File: src/rtl/ppi_pkg.sv
// ppi_pkg: shared types for the i8255 PPI bus initiator.
//   ppi_reg_e   : i8255 CPU-side register addresses (PA, PB, PC, CTRL)
//   ppi_op_t    : one queued register access {write, addr, wdata}
//   ppi_state_e : bus-cycle sequencer states
package ppi_pkg;

  typedef enum logic [1:0] {
    PPI_PA   = 2'd0,
    PPI_PB   = 2'd1,
    PPI_PC   = 2'd2,
    PPI_CTRL = 2'd3
  } ppi_reg_e;

  typedef struct packed {
    logic       write;
    logic [1:0] addr;
    logic [7:0] wdata;
  } ppi_op_t;

  typedef enum logic [1:0] {
    ST_IDLE   = 2'd0,
    ST_SETUP  = 2'd1,
    ST_STROBE = 2'd2,
    ST_HOLD   = 2'd3
  } ppi_state_e;

endpackage

File: src/rtl/ppi_req_fifo.sv
// ppi_req_fifo: synchronous request queue of ppi_op_t entries.
// Ports:
//   clk_sys, reset_n : clock, asynchronous active-low reset (clears pointers)
//   push, din        : enqueue din on a rising edge when push is high
//   pop, dout        : dout shows the head entry; pop removes it
//   full, empty      : occupancy flags
//   count            : number of stored entries (0..DEPTH)
// DEPTH must be a power of two and at least 2.
module ppi_req_fifo
  import ppi_pkg::*;
#(
  parameter int DEPTH = 4
) (
  input  logic                     clk_sys,
  input  logic                     reset_n,
  input  logic                     push,
  input  ppi_op_t                  din,
  input  logic                     pop,
  output ppi_op_t                  dout,
  output logic                     full,
  output logic                     empty,
  output logic [$clog2(DEPTH):0]   count
);

  localparam int AW = $clog2(DEPTH);
  localparam int CW = AW + 1;

  ppi_op_t       mem [DEPTH];
  logic [AW:0]   wr_ptr;
  logic [AW:0]   rd_ptr;

  // Pointers carry one extra wrap bit so full and empty are distinguishable.
  assign count = wr_ptr - rd_ptr;
  assign full  = (count == CW'(DEPTH));
  assign empty = (count == '0);
  assign dout  = mem[rd_ptr[AW-1:0]];

  always_ff @(posedge clk_sys or negedge reset_n) begin
    if (!reset_n) begin
      wr_ptr <= '0;
      rd_ptr <= '0;
    end else begin
      if (push) wr_ptr <= wr_ptr + 1'b1;
      if (pop)  rd_ptr <= rd_ptr + 1'b1;
    end
  end

  // Storage needs no reset: entries are only read once written.
  always_ff @(posedge clk_sys) begin
    if (push) mem[wr_ptr[AW-1:0]] <= din;
  end

endmodule

File: src/rtl/ppi_bus_initiator.sv
// ppi_bus_initiator: sequences queued register reads/writes into timed
// addr/cs/we/oe cycles toward an i8255 responder.
// Ports:
//   clk_sys, reset_n      : system clock, asynchronous active-low reset
//   req_valid/req_ready   : request handshake (req_ready = queue not full)
//   req_write/addr/wdata  : request op (1 = write), register, write data
//   rsp_valid, rsp_rdata  : one-cycle completion pulse, read data (0 for writes)
//   busy                  : sequencer active or queue non-empty
//   addr, odata           : address and write data toward the i8255
//   idata                 : read data from the i8255
//   cs, we, oe            : active-high strobes
// Each op runs SETUP (SETUP_CYCLES) -> STROBE (STROBE_CYCLES) -> HOLD
// (HOLD_CYCLES) -> IDLE; IDLE pops the next queued op in the same cycle.
module ppi_bus_initiator
  import ppi_pkg::*;
#(
  parameter int FIFO_DEPTH    = 4,
  parameter int SETUP_CYCLES  = 1,
  parameter int STROBE_CYCLES = 2,
  parameter int HOLD_CYCLES   = 1
) (
  input  logic       clk_sys,
  input  logic       reset_n,
  input  logic       req_valid,
  output logic       req_ready,
  input  logic       req_write,
  input  logic [1:0] req_addr,
  input  logic [7:0] req_wdata,
  output logic       rsp_valid,
  output logic [7:0] rsp_rdata,
  output logic       busy,
  output logic [1:0] addr,
  output logic [7:0] odata,
  input  logic [7:0] idata,
  output logic       cs,
  output logic       we,
  output logic       oe
);

  localparam int CNT_W = $clog2(FIFO_DEPTH) + 1;

  // Phase counters load N-1 on entry and leave the phase at zero.
  localparam logic [3:0] SETUP_LD  = 4'(SETUP_CYCLES - 1);
  localparam logic [3:0] STROBE_LD = 4'(STROBE_CYCLES - 1);
  localparam logic [3:0] HOLD_LD   = 4'(HOLD_CYCLES - 1);

  ppi_op_t          fifo_din;
  ppi_op_t          fifo_dout;
  logic             fifo_full;
  logic             fifo_empty;
  logic [CNT_W-1:0] fifo_count;
  logic             push;
  logic             pop;

  ppi_state_e       state;
  ppi_state_e       state_nxt;
  logic [3:0]       cnt;
  logic [3:0]       cnt_nxt;
  logic             op_write;
  logic             write_nxt;
  logic             leave_strobe;
  logic             done;
  logic             rsp_pend;
  logic [7:0]       rd_cap;
  logic             cs_nxt;

  assign req_ready = !fifo_full;
  assign push      = req_valid && req_ready;
  assign fifo_din  = '{write: req_write, addr: req_addr, wdata: req_wdata};
  assign busy      = (state != ST_IDLE) || (fifo_count != '0);

  ppi_req_fifo #(
    .DEPTH (FIFO_DEPTH)
  ) u_fifo (
    .clk_sys (clk_sys),
    .reset_n (reset_n),
    .push    (push),
    .din     (fifo_din),
    .pop     (pop),
    .dout    (fifo_dout),
    .full    (fifo_full),
    .empty   (fifo_empty),
    .count   (fifo_count)
  );

  always_comb begin
    state_nxt    = state;
    cnt_nxt      = cnt;
    pop          = 1'b0;
    write_nxt    = op_write;
    leave_strobe = 1'b0;
    done         = 1'b0;
    case (state)
      ST_IDLE: begin
        if (!fifo_empty) begin
          pop       = 1'b1;
          write_nxt = fifo_dout.write;
          if (SETUP_CYCLES == 0) begin
            state_nxt = ST_STROBE;
            cnt_nxt   = STROBE_LD;
          end else begin
            state_nxt = ST_SETUP;
            cnt_nxt   = SETUP_LD;
          end
        end
      end
      ST_SETUP: begin
        if (cnt == 4'd0) begin
          state_nxt = ST_STROBE;
          cnt_nxt   = STROBE_LD;
        end else begin
          cnt_nxt = cnt - 4'd1;
        end
      end
      ST_STROBE: begin
        if (cnt == 4'd0) begin
          leave_strobe = 1'b1;
          if (HOLD_CYCLES == 0) begin
            state_nxt = ST_IDLE;
            done      = 1'b1;
          end else begin
            state_nxt = ST_HOLD;
            cnt_nxt   = HOLD_LD;
          end
        end else begin
          cnt_nxt = cnt - 4'd1;
        end
      end
      ST_HOLD: begin
        if (cnt == 4'd0) begin
          state_nxt = ST_IDLE;
          done      = 1'b1;
        end else begin
          cnt_nxt = cnt - 4'd1;
        end
      end
      default: begin
        state_nxt = ST_IDLE;
      end
    endcase
  end

  // Strobes are registered from the next state so they never glitch, and
  // the write bit of the op being entered selects exactly one of we/oe.
  assign cs_nxt = (state_nxt == ST_STROBE);

  always_ff @(posedge clk_sys or negedge reset_n) begin
    if (!reset_n) begin
      state     <= ST_IDLE;
      cnt       <= '0;
      op_write  <= 1'b0;
      cs        <= 1'b0;
      we        <= 1'b0;
      oe        <= 1'b0;
      addr      <= '0;
      odata     <= '0;
      rsp_pend  <= 1'b0;
      rsp_valid <= 1'b0;
      rsp_rdata <= '0;
    end else begin
      state    <= state_nxt;
      cnt      <= cnt_nxt;
      op_write <= write_nxt;
      cs       <= cs_nxt;
      we       <= cs_nxt && write_nxt;
      oe       <= cs_nxt && !write_nxt;
      // addr/odata only change when a new op is popped; reads leave odata
      // at its last value so the responder bus stays quiet.
      if (pop) begin
        addr <= fifo_dout.addr;
        if (fifo_dout.write) odata <= fifo_dout.wdata;
      end
      // Completion is flagged on the edge entering IDLE and presented one
      // cycle later; rsp_rdata only changes together with rsp_valid.
      rsp_pend  <= done;
      rsp_valid <= rsp_pend;
      if (rsp_pend) rsp_rdata <= rd_cap;
    end
  end

  // Read capture on the edge leaving STROBE; consumed only after a
  // completed transaction, so it needs no reset.
  always_ff @(posedge clk_sys) begin
    if (leave_strobe) rd_cap <= op_write ? 8'h00 : idata;
  end

endmodule

File: config.mk
export PLATFORM = sky130hd
export DESIGN_NAME = ppi_bus_initiator
export DESIGN_NICKNAME = d
export VERILOG_FILES = /design/src/rtl/ppi_pkg.sv /design/src/rtl/ppi_req_fifo.sv /design/src/rtl/ppi_bus_initiator.sv
export SDC_FILE = /design/constraint.sdc
export NUM_CORES = 1
export LEC_CHECK = 0
export ABC_CLOCK_PERIOD_IN_PS = 3000
export BUFFER_PORTS_ARGS = -buffer_cell sky130_fd_sc_hd__buf_2
export CAP_MARGIN = 30
export CORE_MARGIN = 2
export CORE_UTILIZATION = 57
export CTS_CLUSTER_DIAMETER = 80
export DETAILED_ROUTE_END_ITERATION = 8
export GPL_TIMING_DRIVEN = 0
export PLACE_DENSITY_LB_ADDON = 0.3
export REMOVE_ABC_BUFFERS = 1
export SETUP_SLACK_MARGIN = 0.3
export SLEW_MARGIN = 10
export SYNTH_ARGS = -nofsm -noshare
export SYNTH_HDL_FRONTEND = slang
export SYNTH_SLANG_ARGS = --single-unit
File: constraint.sdc
create_clock -name clk_sys -period 3 [get_ports clk_sys]
set_clock_uncertainty 0.2 [all_clocks]
set_input_delay 0 -clock clk_sys [delete_from_list [all_inputs] [get_ports clk_sys]]
set_output_delay 0 -clock clk_sys [all_outputs]
set_load 0.01 [all_outputs]
* Word level (Yosys, flattened, before mapping)
Memory sizes are Yosys's and may differ from the RTL's. Cells that the tools add are included.
Storage, ports and cells: flip-flop bits (word level) 44, memories 1, memory bits (writable) 44, output and inout port bits 24
Memory list:
- u_fifo.mem | words 4, width 11, rd ports 1, clocked after memory_dff 0, wr ports 1, RTL line ppi_req_fifo.sv:28 | ppi_op_t mem [DEPTH];
Operators by class: reductions and logical operators 13, eq/ne operators 7, add/subtract/negate cells 4, mux-type cells 19
Operators by type and width (number):
- $mux 4 | 4
- $pmux 4 s4 | 1
- $mux 1 | 9
- $mux 2 | 4
- $pmux 2 s4 | 1
- $add 3x1->3 const B | 2
- $eq 2x2->1 const B | 3
- $logic_not 4->1 | 1
- $ne 2x2->1 const B | 2
- $reduce_and 2->1 | 2
- $sub 4x1->4 const B | 1
- $eq 3x3->1 const B | 1
- $logic_and 1x1->1 | 3
- $logic_not 3->1 | 1
- $reduce_bool 3->1 | 1
- $sub 3x3->3 | 1
- $eq 2x1->1 const B | 1
- $logic_not 1->1 | 2
- $logic_not 2->1 | 1
- $reduce_bool 2->1 | 1
- $logic_or 1x1->1 | 1

* Depth between registers and ports, before layout
Gate-level depths: netlist of the first run.
word-level depth 6, mapped depth 8, depth with buffers taken out 6

* Modules after synthesis
A second synthesis of the first run with hierarchy kept.
Unflattened totals: cell total of the unflattened synthesis 195, area total of the unflattened synthesis 3548.4 um^2
Modules (own cells, without submodules):
- ppi_req_fifo | instances 1, sequential area each 1471.4 um^2, cells each 90, area each 1974.4 um^2
- ppi_bus_initiator | instances 1, sequential area each 991.0 um^2, cells each 105, area each 1574.0 um^2

* Least setup slack after synthesis of the first run
No wires, ideal clock.
kind register to register, start point register u_fifo.rd_ptr[1], end point memory u_fifo.mem[3][0] (netlist name) (enable), library setup time 0.386 ns, path slack 0.538 ns, period minus slack after synthesis 2.462 ns, cell stages (with the launch flop) 7, data arrival time 1.876 ns, cells stage by stage dfrtp_1 > buf_4 > inv_1 > ha_1 > and2_1 > buf_1 > a21oi_1
Between the ends: longest elaborated chain between the ends 6
Ends and longest elaborated chain:
- start, declared | RTL line ppi_req_fifo.sv:30 | logic [AW:0] rd_ptr;
- start signal, assigned | RTL line ppi_req_fifo.sv:44 | if (pop) rd_ptr <= rd_ptr + 1'b1;
- $sub 3x3->3 | RTL line ppi_req_fifo.sv:33 | assign count = wr_ptr - rd_ptr;
- $eq 3x3->1 | RTL line ppi_req_fifo.sv:34 | assign full = (count == CW'(DEPTH));
- $logic_not 1->1 | RTL line ppi_bus_initiator.sv:67 | assign req_ready = !fifo_full;
- $logic_and 1x1->1 | RTL line ppi_bus_initiator.sv:68 | assign push = req_valid && req_ready;
- $mux 1 | RTL line ppi_req_fifo.sv:50 | if (push) mem[wr_ptr[AW-1:0]] <= din;
- $mux 1 (implied by the code) | RTL line ppi_req_fifo.sv:50
- end, declared | RTL line ppi_req_fifo.sv:28
Every way passes these cells.

* Worst setup path after layout of the first run
start point register u_fifo.rd_ptr[0], end point memory u_fifo.mem[1][3] (netlist name) (enable)
Same word-level chain as after synthesis.

==> run_results.csv, run 1 <==
group,metric,value,unit
setup_path,cp.required,2.81,ns
hold_path,hold_path_class,"input pin to async pin",
floorplanning,die_w,83.1,um
detailed_routing,drt-total-wl,5830,um
timing,finalSetupViolCount,0,
pwr,clkPwrFrac,17.8,%
yosys,postSynthAreaPerCell,17.4,um2
floorplanning,initial_core_util,59.5,%
pwr,p_leak,1.72,nW
global_route,grt_pass1_vias,1936,
clock_tree,clk-insertion-delay-late,0.34,ns
timing,drv_slew,0,
placement,gp_congestion,0.755,
timing,final_hold_viol_count,0,
yosys,yosysWarnings,0,
detailed_routing,ant_nets,0,
global_route,grt_max_degree,37,
setup_path,startpoint_type,"register",
setup_path,r2r_slack,0.48,ns
setup_path,worstPathArrival,2.33,ns
yosys,netlist_area,0.00356,mm2
floorplanning,rows,28,
detailed_routing,drt_drc_violations_left,0,
detailed_routing,num_vias,1918,
setup_path,path_class,"register to register",
yosys,synthCells,205,
yosys,synth.distinct_cells,40,
setup_path,path_cells,"ha_1 > and2b_2 > xnor2_2 > a21boi_2 > and2_2",
setup_path,end_kind,"register",
clock_tree,clkTransAtPathRegs,0.09,ns
global_route,antenna_found_initial,0,
floorplanning,die_y,83.1,um
placement,hpwl,3680,um
setup_path,cp_max_fo,14,
detailed_routing,drt_iter0_markers,176,
clock_tree,post_cts_buffers,0,
placement,portBuffers,45,
timing,tns,0,ns
timing,fin_crit_sh,84.1,%
finish,drive_gt1_share,37.1,%
timing,hold-worst-slack,0.0966,ns
timing,fmax,397,MHz
pwr,p_sw,1.48,mW
floorplanning,pin_count,46,
detailed_routing,viasPerCell,5.40,
timing,timing.slew.headroom,44.8,%
yosys,yosys_register_bits,88,
clock_tree,cts_tree,"built",
global_route,grt.overflow.total,0,
pwr,netSwitchingFraction,33.8,%
timing,rsz0062_at_grt,"false",
yosys,seq_area_frac_synth,69.1,%
clock_tree,clock_path_buffers,2,
timing,tightest_slew,0.828,ns
floorplanning,die_area,0.00690,mm2
finish,fin_util,71.2,%
pwr,intPower,2.89,mW
clock_tree,cts.sinks,88,
detailed_routing,drtPass1Iterations,4,
floorplanning,coreArea,0.00599,mm2
pwr,p_comb_share,36.0,%
outcome,outcome,"completed",
pwr,power_density,1030,mW/mm2
global_route,grt.total_usage,17.9,%
pwr,worst_ir_drop_vdd,0.000612,V
clock_tree,clk_root_buffer_cell,"clkbuf_8",
setup_path,critPathMaxStageDelay,0.59,ns
clock_tree,numCtsBuffers,9,
finish,diodes,0,
finish,nNetsFinal,306,
detailed_routing,wl_per_cell,16.4,um
pwr,power_frac_seq,46.1,%
finish,syn_to_final_growth,19.7,%
global_route,grt_pass1_wl,9450,um
clock_tree,htreeDepth,3,
run,max_cap_violations,0,
timing,min_period,2.52,ns
setup_path,slowest_stage,"dfrtp_2",
==> sequential cells by signal, indices dropped and copies added, names as in the netlist <==
| name | flops |
|---|---|
| rsp_rdata | 8 |
| rsp_valid | 1 |
| addr | 2 |
| oe | 1 |
| u_fifo.wr_ptr | 3 |
| we | 1 |
| op_write | 1 |
| u_fifo.mem | 44 |
| state | 2 |
| rsp_pend | 1 |
| cs | 1 |
| cnt | 4 |
| u_fifo.rd_ptr | 3 |
| odata | 8 |
| rd_cap | 8 |
==> layout make-up <==
cell class / instances / area, um2
inverter: 9 / 33.8
multi-input combinational: 101 / 1050
clock inverter: 6 / 58.8
tap: 75 / 93.8
sequential: 88 / 2460
timing repair buffer: 66 / 435
fill: 394 / 1730
clock buffer: 10 / 128
==> cells in the final DEF (no fill, tap or decap), types with 3 or more instances in the layout <==
master          n
mux4_2         11
dlygate4sd3_1  21
nor2_1          5
nand2_1         6
clkbuf_8        9
o21ai_0         3
buf_2          45
edfxtp_1       52
nor2b_1         9
dfrtp_1        34
and2_2          3
inv_1           9
and3_1          3
mux2_4          8
ha_1            9
mux2_2         12
xnor2_1         4
==> logic make-up (layout without fill, tap and decap cells) <==
group | Yosys count | in the layout | share of synthesized area (%)
flip-flops | 88 | 88 | 69.1
AND/OR/NAND/NOR | 34 | 34 | 5.27
multiplexers | 31 | 31 | 14.1
AO/OA/AOI/OAI | 19 | 19 | 3.93
buffers and inverters | 16 | 91 | 2.04
adder cells (fa/ha/maj) | 9 | 9 | 3.16
XOR/XNOR | 8 | 8 | 2.39
==> worst paths after layout <==
path,cells past startpoint,endpoint,from
min in group clk_sys,2,u_fifo.mem[3][8]$_DFFE_PP_,req_addr[0]
setup / recovery,5,u_fifo.mem[1][3]$_DFFE_PP_,u_fifo.rd_ptr[0]$_DFFE_PN0P_
max in group asynchronous,2,u_fifo.rd_ptr[0]$_DFFE_PN0P_,reset_n
hold / removal,2,odata[4]$_DFFE_PN0P_,reset_n
setup reg to reg,5,u_fifo.mem[1][3]$_DFFE_PP_,u_fifo.rd_ptr[0]$_DFFE_PN0P_
hold reg to reg,1,rsp_rdata[1]$_DFFE_PN0P_,rd_cap[1]$_SDFFCE_PP0P_
==> critical path, delay by kind of cell (launching register included) <==
kind                       cells  cell delay [ns]
and+or+nand+nor                2             0.61
DFF                            1             0.59
AOI/OAI and AO/OA              1             0.29
adders and majority gates      1             0.27
xor gates and xnor gates       1             0.24
==> per-layer routing <==
layer  wire (um)  share of wire [%]  GRT usage, %  vias up
met3         234                4.0          3.48        7
met4          85                1.5          7.30        0
met1        2570                 44          24.8      957
met5           0                  0             0        -
li1            -                  -             -      899
met2        2950                 51          28.2       55
==> power groups by stage <==
stage	Clock, mW	Sequential, mW	Combinational, mW
final	0.780	2.02	1.58
after global routing	0.853	2.07	1.72
after CTS	0.795	2.02	1.58
after detailed placement	0	2.04	1.53
after global placement	0	2.03	1.46
after floorplan	0	2.03	1.06
==> repair_timing <==
item,CTS,global route
setup endpoints to repair,52,41
hold endpoints to repair,102,0
pin swaps,0,0
cloned,0,0
hold buffers,21,0
resized for setup,6,2
==> stage by stage <==
| step | setup slack [ns] | area (um2) | cells | power (mW) |
|---|---|---|---|---|
| after floorplan | 0.423 | 3520 | 198 | 3.09 |
| after global placement | -0.180 | 3840 | 318 | 3.49 |
| after detailed placement | 0.0695 | 3850 | 318 | 3.57 |
| after CTS | 0.308 | 4260 | 355 | 4.39 |
| after global routing | 0.318 | 4270 | 355 | 4.65 |
| final | 0.478 | 4270 | 355 | 4.37 |
==> synthesized netlist by cell type <==
| cell | instances | area share (%) |
|---|---|---|
| edfxtp_1 | 52 | 44 |
| dfrtp_1 | 36 | 25 |
| mux2_2 | 12 | 3.8 |
| mux4_2 | 11 | 7.0 |
| ha_1 | 9 | 3.2 |
| inv_1 | 9 | 0.95 |
| nor2b_1 | 9 | 1.6 |
| mux2_4 | 8 | 3.4 |
| nand2_1 | 6 | 0.63 |
| nor2_1 | 5 | 0.53 |
| and2_1 | 4 | 0.70 |
| xnor2_1 | 4 | 0.98 |
| and3_1 | 3 | 0.53 |
| clkbuf_1 | 3 | 0.32 |
| o21ai_0 | 3 | 0.42 |
| a21oi_1 | 2 | 0.28 |
| a31oi_1 | 2 | 0.35 |
| nor3_1 | 2 | 0.28 |
| o211ai_1 | 2 | 0.42 |
| xnor2_2 | 2 | 0.91 |
| xor2_1 | 2 | 0.49 |
| a21boi_2 | 1 | 0.32 |
| a21o_2 | 1 | 0.25 |
| and2b_2 | 1 | 0.25 |
| buf_1 | 1 | 0.11 |
| buf_2 | 1 | 0.14 |
| buf_4 | 1 | 0.21 |
| buf_6 | 1 | 0.32 |
| nand3_1 | 1 | 0.14 |
| nor2_2 | 1 | 0.18 |
| nor3b_1 | 1 | 0.21 |
| o2111ai_1 | 1 | 0.25 |
| o211a_1 | 1 | 0.28 |
| o21ai_2 | 1 | 0.25 |
| o21bai_1 | 1 | 0.21 |
| o22a_1 | 1 | 0.25 |
| o22ai_1 | 1 | 0.18 |
| o2bb2ai_1 | 1 | 0.25 |
| o311ai_0 | 1 | 0.25 |
| or3b_2 | 1 | 0.25 |
Note: power is estimated with default switching activity, not from simulation.
==> inputs of run 2 (changes only) <==
--- a/config.mk
+++ b/config.mk
@@ -5,7 +5,7 @@
 export SDC_FILE = /design/constraint.sdc
 export NUM_CORES = 1
 export LEC_CHECK = 0
-export ABC_CLOCK_PERIOD_IN_PS = 3000
+export ABC_CLOCK_PERIOD_IN_PS = 2600
 export BUFFER_PORTS_ARGS = -buffer_cell sky130_fd_sc_hd__buf_2
 export CAP_MARGIN = 30
 export CORE_MARGIN = 2
==> constraint.sdc (replaced) <==
create_clock -name clk_sys -period 2.6 [get_ports clk_sys]
set_clock_uncertainty 0.2 [all_clocks]
set_input_delay 0 -clock clk_sys [delete_from_list [all_inputs] [get_ports clk_sys]]
set_output_delay 0 -clock clk_sys [all_outputs]
set_load 0.01 [all_outputs]
==> run_results.csv, run 2 (synthesis results as in run 1) <==
group,metric,value,unit
placement,hpwl,3680,um
setup_path,cp.required,2.63,ns
pwr,netSwitchingFraction,34.6,%
detailed_routing,num_vias,1965,
finish,syn_to_final_growth,21.5,%
setup_path,reg2reg_depth,5,
floorplanning,rows,28,
timing,tightest_slew,0.817,ns
floorplanning,initial_core_util,59.5,%
detailed_routing,ant_nets,0,
outcome,outcome,"completed",
pwr,p_sw,1.81,mW
finish,multiInputGateArea,0.00110,mm2
timing,fmax,446,MHz
global_route,grt_pass1_vias,2006,
floorplanning,die_y,83.1,um
timing,min_period,2.24,ns
finish,nNetsFinal,309,
pwr,power_density,1210,mW/mm2
finish,final-seq-area,0.00247,mm2
finish,n_fill_cell,385,
timing,final_hold_viol_count,0,
detailed_routing,viasPerCell,5.49,
setup_path,r2r_start,"u_fifo.rd_ptr[0]$_DFFE_PN0P_",
detailed_routing,route.met3.wl,349,um
detailed_routing,wl_per_cell,17.3,um
pwr,p_total,5.23,mW
timing,rsz0062_at_grt,"false",
run,max_cap_violations,0,
setup_path,path_class,"register to register",
clock_tree,clock_path_buffers,2,
placement,post_dp_cell_area,0.00385,mm2
pwr,power_frac_seq,43.0,%
floorplanning,pin_count,46,
placement,portBuffers,45,
finish,diodes,0,
timing,drv_slew,0,
placement,gp_congestion,0.755,
clock_tree,clk-insertion-delay-late,0.34,ns
setup_path,reg2reg_to,"odata[6]$_DFFE_PN0P_",
hold_path,hold_path_class,"input pin to async pin",
timing,finalSetupViolCount,0,
clock_tree,clk_root_buffer_cell,"clkbuf_8",
finish,mostFrequentLayoutCell,"edfxtp_1",
setup_path,r2r_slack,0.36,ns
finish,largest_reg_flops,44,
detailed_routing,drt_iter0_markers,146,
timing,timing.slew.headroom,45.5,%
floorplanning,coreArea,0.00599,mm2
global_route,antenna_found_initial,0,
detailed_routing,drtPass1Iterations,4,
floorplanning,die_area,0.00690,mm2
clock_tree,htreeDepth,3,
timing,fin_crit_sh,86.2,%
pwr,p_leak,1.75,nW
clock_tree,clkTransAtPathRegs,0.09,ns
setup_path,startpoint_type,"register",
finish,final_cell_mix,"edfxtp_1, buf_2, dfrtp_1",
clock_tree,cts_tree,"built",
detailed_routing,routed.top_layer,"met4",
detailed_routing,met2WireLength,3120,um
detailed_routing,drt-total-wl,6180,um
setup_path,cp_max_fo,8,
detailed_routing,drt_drc_violations_left,0,
pwr,p_comb_share,39.8,%
pwr,worst_ir_drop_vdd,0.000763,V
clock_tree,cts.sinks,88,
floorplanning,die_w,83.1,um
global_route,grt_pass1_wl,9900,um
setup_path,end_kind,"register",
setup_path,worstPathArrival,2.27,ns
finish,drive_gt1_share,38.2,%
finish,final_area,0.00433,mm2
global_route,grt_max_degree,37,
pwr,intPower,3.42,mW
global_route,grt.overflow.total,0,
detailed_routing,m1WireLength,2640,um
clock_tree,numCtsBuffers,9,
pwr,clkPwrFrac,17.3,%
global_route,grt.total_usage,18.8,%
## run 2: cell type report
class | instances | share of cell area [%]
Sequential cell | 88 | 57.0
Multi-Input combinational cell | 102 | 25.3
Timing Repair Buffer | 68 | 10.4
Clock buffer | 10 | 2.95
Tap cell | 75 | 2.17
Clock inverter | 6 | 1.36
Inverter | 9 | 0.781
## run 2: how the worst max path moves through the flow
stage / from / to
2_1_floorplan: u_fifo.rd_ptr[0]$_DFFE_PN0P_ / u_fifo.mem[3][0]$_DFFE_PP_
3_3_place_gp: u_fifo.rd_ptr[0]$_DFFE_PN0P_ / u_fifo.mem[3][4]$_DFFE_PP_
3_5_place_dp: u_fifo.rd_ptr[0]$_DFFE_PN0P_ / u_fifo.mem[2][5]$_DFFE_PP_
4_1_cts: u_fifo.rd_ptr[0]$_DFFE_PN0P_ / odata[6]$_DFFE_PN0P_
5_1_grt: u_fifo.rd_ptr[0]$_DFFE_PN0P_ / odata[0]$_DFFE_PN0P_
6_report: u_fifo.rd_ptr[0]$_DFFE_PN0P_ / odata[6]$_DFFE_PN0P_
## run 2: through the flow
stage	util (%)	setup TNS (ns)	hold slack [ns]	instances	setup WS [ns]
final	72.2	0	0.0879	358	0.358
after detailed placement	64.2	-14.44	-0.0534	318	-0.330
after global routing	72.2	0	0.168	358	0.308
after global placement	64.2	-18.11	-0.0521	318	-0.580
after CTS	72.2	0	0.118	358	0.346
after floorplan	-	0	-0.496	198	0.0225
## run 2: timing repair
| action | CTS | global route |
|---|---|---|
| hold buffers | 21 | 0 |
| setup endpoints to repair | 70 | 5 |
| resized for setup | 16 | 0 |
| hold endpoints to repair | 102 | 0 |
| buffers inserted | 2 | 0 |
| gates cloned | 1 | 0 |
| pin swaps | 2 | 1 |
## run 2: power by group through the flow
stage	sequential, mW	clock [mW]	combinational (mW)
final	2.25	0.903	2.08
after global routing	2.30	0.990	2.27
after CTS	2.25	0.918	2.09
after detailed placement	2.36	0	1.76
after global placement	2.34	0	1.68
after floorplan	2.35	0	1.22
## run 2: layer usage
| layer | global-route usage (%) | vias to the layer above |
|---|---|---|
| met4 | 8.20 | 0 |
| met1 | 25.4 | 980 |
| met2 | 30.0 | 69 |
| met3 | 3.88 | 9 |
| li1 | - | 907 |
| met5 | 0 | - |
## run 2: critical path, stage by stage, from the launching register on
cell     delay (ns)
dfrtp_4        0.50
ha_1           0.20
and2b_2        0.24
xnor2_4        0.37
o211a_4        0.30
mux2_4         0.32
